### config.mk
export PLATFORM = sky130hd
export DESIGN_NAME = arbiter_request_queue
export DESIGN_NICKNAME = d
export VERILOG_FILES = /design/src/rtl/arbiter_request_queue.sv
export SDC_FILE = /design/constraint.sdc
export NUM_CORES = 1
export LEC_CHECK = 0
export CAP_MARGIN = 20
export CORE_UTILIZATION = 50
export CTS_BUF_LIST = sky130_fd_sc_hd__clkbuf_8 sky130_fd_sc_hd__clkbuf_16
export DETAILED_ROUTE_END_ITERATION = 8
export HOLD_SLACK_MARGIN = 0.15
export PLACE_DENSITY_LB_ADDON = 0.15
export SYNTH_ARGS = -nofsm -noshare
export SYNTH_HDL_FRONTEND = slang
export SYNTH_SLANG_ARGS = --single-unit
### constraint.sdc
create_clock -name clk -period 8.32 [get_ports clk]
set_input_delay 1.248 -clock clk [delete_from_list [all_inputs] [get_ports clk]]
set_output_delay 1.248 -clock clk [all_outputs]
set_load 0.1 [all_outputs]
### src/rtl/arbiter_request_queue.sv
// Requestor-side FIFO in front of the round-robin arbiter: drives one request bit and forwards granted entries.
// Optional starvation detection is enabled by defining ARBITER_STARVE_DETECT_EN.
module arbiter_request_queue #(
   parameter int WIDTH        = 32,
   parameter int DEPTH        = 4,
   parameter int STARVE_LIMIT = 64
) (
   input  logic             clk,
   input  logic             reset,
   input  logic             flush,
   input  logic             enqueue_en,
   input  logic [WIDTH-1:0] enqueue_data,
   output logic             full,
   output logic             almost_full,
   output logic             empty,
   output logic             request,
   input  logic             grant,
   output logic             send_valid,
   output logic [WIDTH-1:0] send_data,
   output logic             starved
);

   localparam int PTR_W = $clog2(DEPTH);
   localparam int CNT_W = PTR_W + 1;

   if (DEPTH < 2 || (DEPTH & (DEPTH - 1)) != 0 || STARVE_LIMIT < 1) begin : g_param_check
      $error("arbiter_request_queue: DEPTH must be a power of two >= 2 and STARVE_LIMIT >= 1");
   end

   logic [PTR_W-1:0] head_ptr;
   logic [PTR_W-1:0] tail_ptr;
   logic [CNT_W-1:0] count;
   logic [WIDTH-1:0] entries [DEPTH];

   logic dequeue;
   logic do_dequeue;
   logic do_enqueue;

   assign full        = (count == CNT_W'(DEPTH));
   assign almost_full = (count >= CNT_W'(DEPTH - 1));
   assign empty       = (count == '0);
   assign request     = !empty;

   // Flush wins over both ports; a full queue still accepts when the same edge frees a slot.
   assign dequeue    = grant & request;
   assign do_dequeue = dequeue & ~flush;
   assign do_enqueue = enqueue_en & ~flush & (~full | dequeue);

   always_ff @(posedge clk or posedge reset) begin
      if (reset) begin
         head_ptr <= '0;
         tail_ptr <= '0;
         count    <= '0;
      end else if (flush) begin
         head_ptr <= '0;
         tail_ptr <= '0;
         count    <= '0;
      end else begin
         if (do_enqueue) begin
            tail_ptr <= tail_ptr + PTR_W'(1);
         end
         if (do_dequeue) begin
            head_ptr <= head_ptr + PTR_W'(1);
         end
         case ({do_enqueue, do_dequeue})
            2'b10:   count <= count + CNT_W'(1);
            2'b01:   count <= count - CNT_W'(1);
            default: count <= count;
         endcase
      end
   end

   always_ff @(posedge clk or posedge reset) begin
      if (reset) begin
         for (int i = 0; i < DEPTH; i++) begin
            entries[i] <= '0;
         end
      end else if (do_enqueue) begin
         entries[tail_ptr] <= enqueue_data;
      end
   end

   // send_data holds its last payload; only send_valid marks a fresh transfer.
   always_ff @(posedge clk or posedge reset) begin
      if (reset) begin
         send_valid <= 1'b0;
         send_data  <= '0;
      end else begin
         send_valid <= do_dequeue;
         if (do_dequeue) begin
            send_data <= entries[head_ptr];
         end
      end
   end

`ifdef ARBITER_STARVE_DETECT_EN
   localparam int WAIT_W = $clog2(STARVE_LIMIT) + 1;

   logic [WAIT_W-1:0] wait_count;
   logic [WAIT_W-1:0] wait_next;

   always_comb begin
      wait_next = wait_count;
      if (grant || !request || flush) begin
         wait_next = '0;
      end else if (wait_count != WAIT_W'(STARVE_LIMIT)) begin
         wait_next = wait_count + WAIT_W'(1);
      end
   end

   // starved is registered from the next count so it rises on the edge the limit is reached.
   always_ff @(posedge clk or posedge reset) begin
      if (reset) begin
         wait_count <= '0;
         starved    <= 1'b0;
      end else begin
         wait_count <= wait_next;
         starved    <= (wait_next == WAIT_W'(STARVE_LIMIT));
      end
   end
`else
   assign starved = 1'b0;
`endif

`ifndef SYNTHESIS
   grant_while_empty: assert property (@(posedge clk) disable iff (reset) !(grant && empty))
      else $warning("arbiter_request_queue: grant received while queue empty");

   enqueue_while_full: assert property (@(posedge clk) disable iff (reset)
                                        !(enqueue_en && full && !dequeue && !flush))
      else $warning("arbiter_request_queue: enqueue while full, payload %h dropped", enqueue_data);
`endif

endmodule

==> impl_metrics.json <==
{
  "grt_overflow": 0,
  "cp-start-kind": "flop",
  "worstPathArrival_ns": 2.77,
  "grt_pass1_wl_um": 23100,
  "root_buffer": "clkbuf_16",
  "fillers": 1074,
  "post-cts-setup-buffers": 0,
  "min-delay-start": "send_data[6]",
  "crit_path_end_kind": "primary output",
  "drcViolationCount": 0,
  "htreeDepth": 4,
  "post-route-period-util_pct": 48.2,
  "clk_pin_slew_worst_paths_ns": 0.06,
  "ir_worst_vdd_mv": 0.256,
  "grtUsageTotal_pct": 20.6,
  "powerDensity_nw_per_um2": 382,
  "final-instance-count-excl-fill": 709,
  "min_to": "send_data[6]",
  "dp.cells": 676,
  "synth-seq-cells": 168,
  "required_ns": 7.07,
  "hpwlAfterDp_um": 8440,
  "cap_violations": 0,
  "tns_ns": 0,
  "holdWs_ns": 0.502,
  "layout_setup_ws_ns": 4.31,
  "first_iter_violations": 176,
  "final_util_pct": 62.5,
  "dr_total_vias": 3954,
  "vias_per_cell": 5.58,
  "gp_congestion": 0.698,
  "cts_buffers": 17,
  "maxSlewHeadroom_pct": 33.0,
  "rsz0062_at_grt": "no",
  "port_buffers": 73,
  "max_freq_mhz": 249,
  "row_count": 43,
  "timing.rr.end": "count[2]",
  "antenna_cells": 0,
  "grt_pass1_vias": 4403,
  "criticalPathCategory": "reg2out",
  "period_needed_ns": 4.01,
  "rrSetupSlack_ns": 5.48,
  "pre_cts_ws_ns": 4.23,
  "cts_tree": "yes",
  "setup_viol": 0,
  "cts_hold_buf": 0,
  "ys_seq_area_share_pct": 57.2,
  "core_area_um2": 14100,
  "area_delta_synth_final_pct": 19.8,
  "final_nets": 558,
  "path_max_fanout": 10,
  "clk-insertion-delay-late_ns": 0.42,
  "drt-total-wl_um": 13800,
  "start_util_pct": 52.1,
  "drive_gt1_share_pct": 45.7,
  "syn_area_um2": 7350,
  "hold_path_class": "reg2reg",
  "r2r_start": "count[0]",
  "status": "finished, final reports clean",
  "cts_resized": 0,
  "die_area_um2": 15200,
  "synth.distinct_cells": 33,
  "ys_warn_count": 0,
  "wl_per_cell_um": 19.5,
  "syn-num-nets": 487,
  "leakagePower_nw": 3.71,
  "met1_length_um": 6140,
  "dieHeight_um": 123,
  "ctsLongestPathBuffers": 2,
  "tightest_slew_ns": 1.00,
  "syn-mean-instance-area_um2": 16.5,
  "final_max_slew_viol_count": 0,
  "wl_met2_um": 7150,
  "reg2reg_depth": 7,
  "maxUsedRoutingLayer": "met4",
  "io_pins": 75,
  "hold_viol": 0,
  "final.setup_skew_ns": 0.00706,
  "cts.sinks": 168,
  "grt_max_degree": 90,
  "syn_inst": 445,
  "antenna_found_initial": 0,
  "die_w_um": 123,
  "wl_met3_um": 405,
  "ant_nets": 0,
  "hold_depth": 1,
  "first_pass_iters": 4
}
==> critical path: stages, from the launching register on <==
cell             delay (ns)
dfrtp_1                0.51
or3_2                  0.55
inv_1                  0.13
clkdlybuf4s50_1        1.15
==> Yosys cell counts <==
master,n,area (um^2)
mux2i_1,1,10.0
or3_2,2,15.0
or3b_2,1,8.76
fa_1,1,20.0
nor2_1,10,37.5
nand3_1,2,10.0
o21bai_1,1,7.51
o21ai_0,1,5.00
nand2b_1,1,6.26
a22o_1,1,8.76
a211oi_1,2,15.0
a21oi_1,3,15.0
buf_2,8,40.0
ha_1,4,50.1
conb_1,1,3.75
nand2_1,4,15.0
buf_1,1,3.75
nor3b_2,5,62.6
mux4_2,32,721
inv_1,6,22.5
a31oi_1,1,6.26
clkbuf_1,6,22.5
a311o_1,1,10.0
o41ai_4,1,27.5
xor2_1,2,17.5
buf_6,12,135
xnor2_1,1,8.76
mux2_2,160,1800
dfrtp_1,168,4200
nor3b_1,1,7.51
nor3_1,2,10.0
buf_4,2,15.0
o211ai_1,1,7.51
==> metrics by stage <==
stage / cell area, um^2 / total power, W
after floorplan: 7350 / 0.00229
after global placement: 8180 / 0.00256
after detailed placement: 8180 / 0.00260
after CTS: 8780 / 0.00340
after global routing: 8810 / 0.00353
final: 8810 / 0.00336
==> sequential cells by signal, summed over array words and instances, names as in the netlist <==
| register | cells |
|---|---|
| count | 3 |
| tail_ptr | 2 |
| entries | 128 |
| send_valid | 1 |
| send_data | 32 |
| head_ptr | 2 |
==> power by group <==
group	leakage, nW	switching (W)	internal, W
sequential	2.09	0.000159	0.00111
combinational	1.34	0.000815	0.000493
clock	0.286	0.000311	0.000476
total	3.71	0.00128	0.00208
==> final cells by class <==
type	count	area, um^2	area share, %
clock buffer	18	439	4.99
clock inverter	14	159	1.80
inverter	6	27.5	0.313
multi-input combinational	242	2940	33.4
sequential	168	4210	47.8
tap	180	225	2.56
timing repair buffer	81	811	9.21
==> cell families (layout without fill, tap and decap cells) <==
logic type / Yosys count / count (layout) / synth area share, %
AO/OA/AOI/OAI: 12 / 12 / 1.40
XOR/XNOR: 3 / 3 / 0.358
adder cells (fa/ha/maj): 5 / 5 / 0.953
buffers and inverters: 35 / 119 / 3.25
flip-flops: 168 / 168 / 57.2
multiplexers: 193 / 193 / 34.5
other: 1 / 1 / 0.0510
AND/OR/NAND/NOR: 28 / 28 / 2.35
==> cell usage in the layout (no fill, tap or decap) <==
cell	count
dfrtp_1	166
mux2_2	160
clkdlybuf4s50_1	73
mux4_2	32
clkbuf_16	17
nor2_1	10
inv_1	7
buf_4	7
nor3b_4	5
clkinvlp_4	5
nand2_1	4
ha_1	4
a21oi_1	3
clkinv_2	3
bufinv_16	3
or3_2	2
nor3_1	2
nand3_1	2
xor2_1	2
a211oi_1	2
dfrtp_2	2
o41ai_4	1
inv_6	1
or3b_2	1
o211ai_1	1
o21bai_1	1
a31oi_1	1
mux2i_1	1
a311o_1	1
nor3b_1	1
o21ai_0	1
a22o_1	1
nand2b_1	1
xnor2_1	1
fa_1	1
conb_1	1
clkinv_4	1
clkbuf_8	1
buf_16	1
==> routing by layer <==
layer  GRT usage [%]  vias to the layer above
met5               0                        -
met4            5.87                        0
met3            5.17                       12
met2            35.0                       54
met1            26.0                     2109
li1                -                     1779
==> how the worst max path moves through the flow <==
stage	cells past startpoint	start	slack, ns	endpoint
2_1_floorplan	1	reset	2.53	count[0]
3_3_place_gp	5	grant	4.29	entries[8]
3_5_place_dp	5	grant	4.23	entries[81]
4_1_cts	3	count[0]	4.29	empty
5_1_grt	3	count[0]	4.22	empty
6_report	3	count[0]	4.31	empty
No activity file was read; power rests on OpenSTA's default activity.
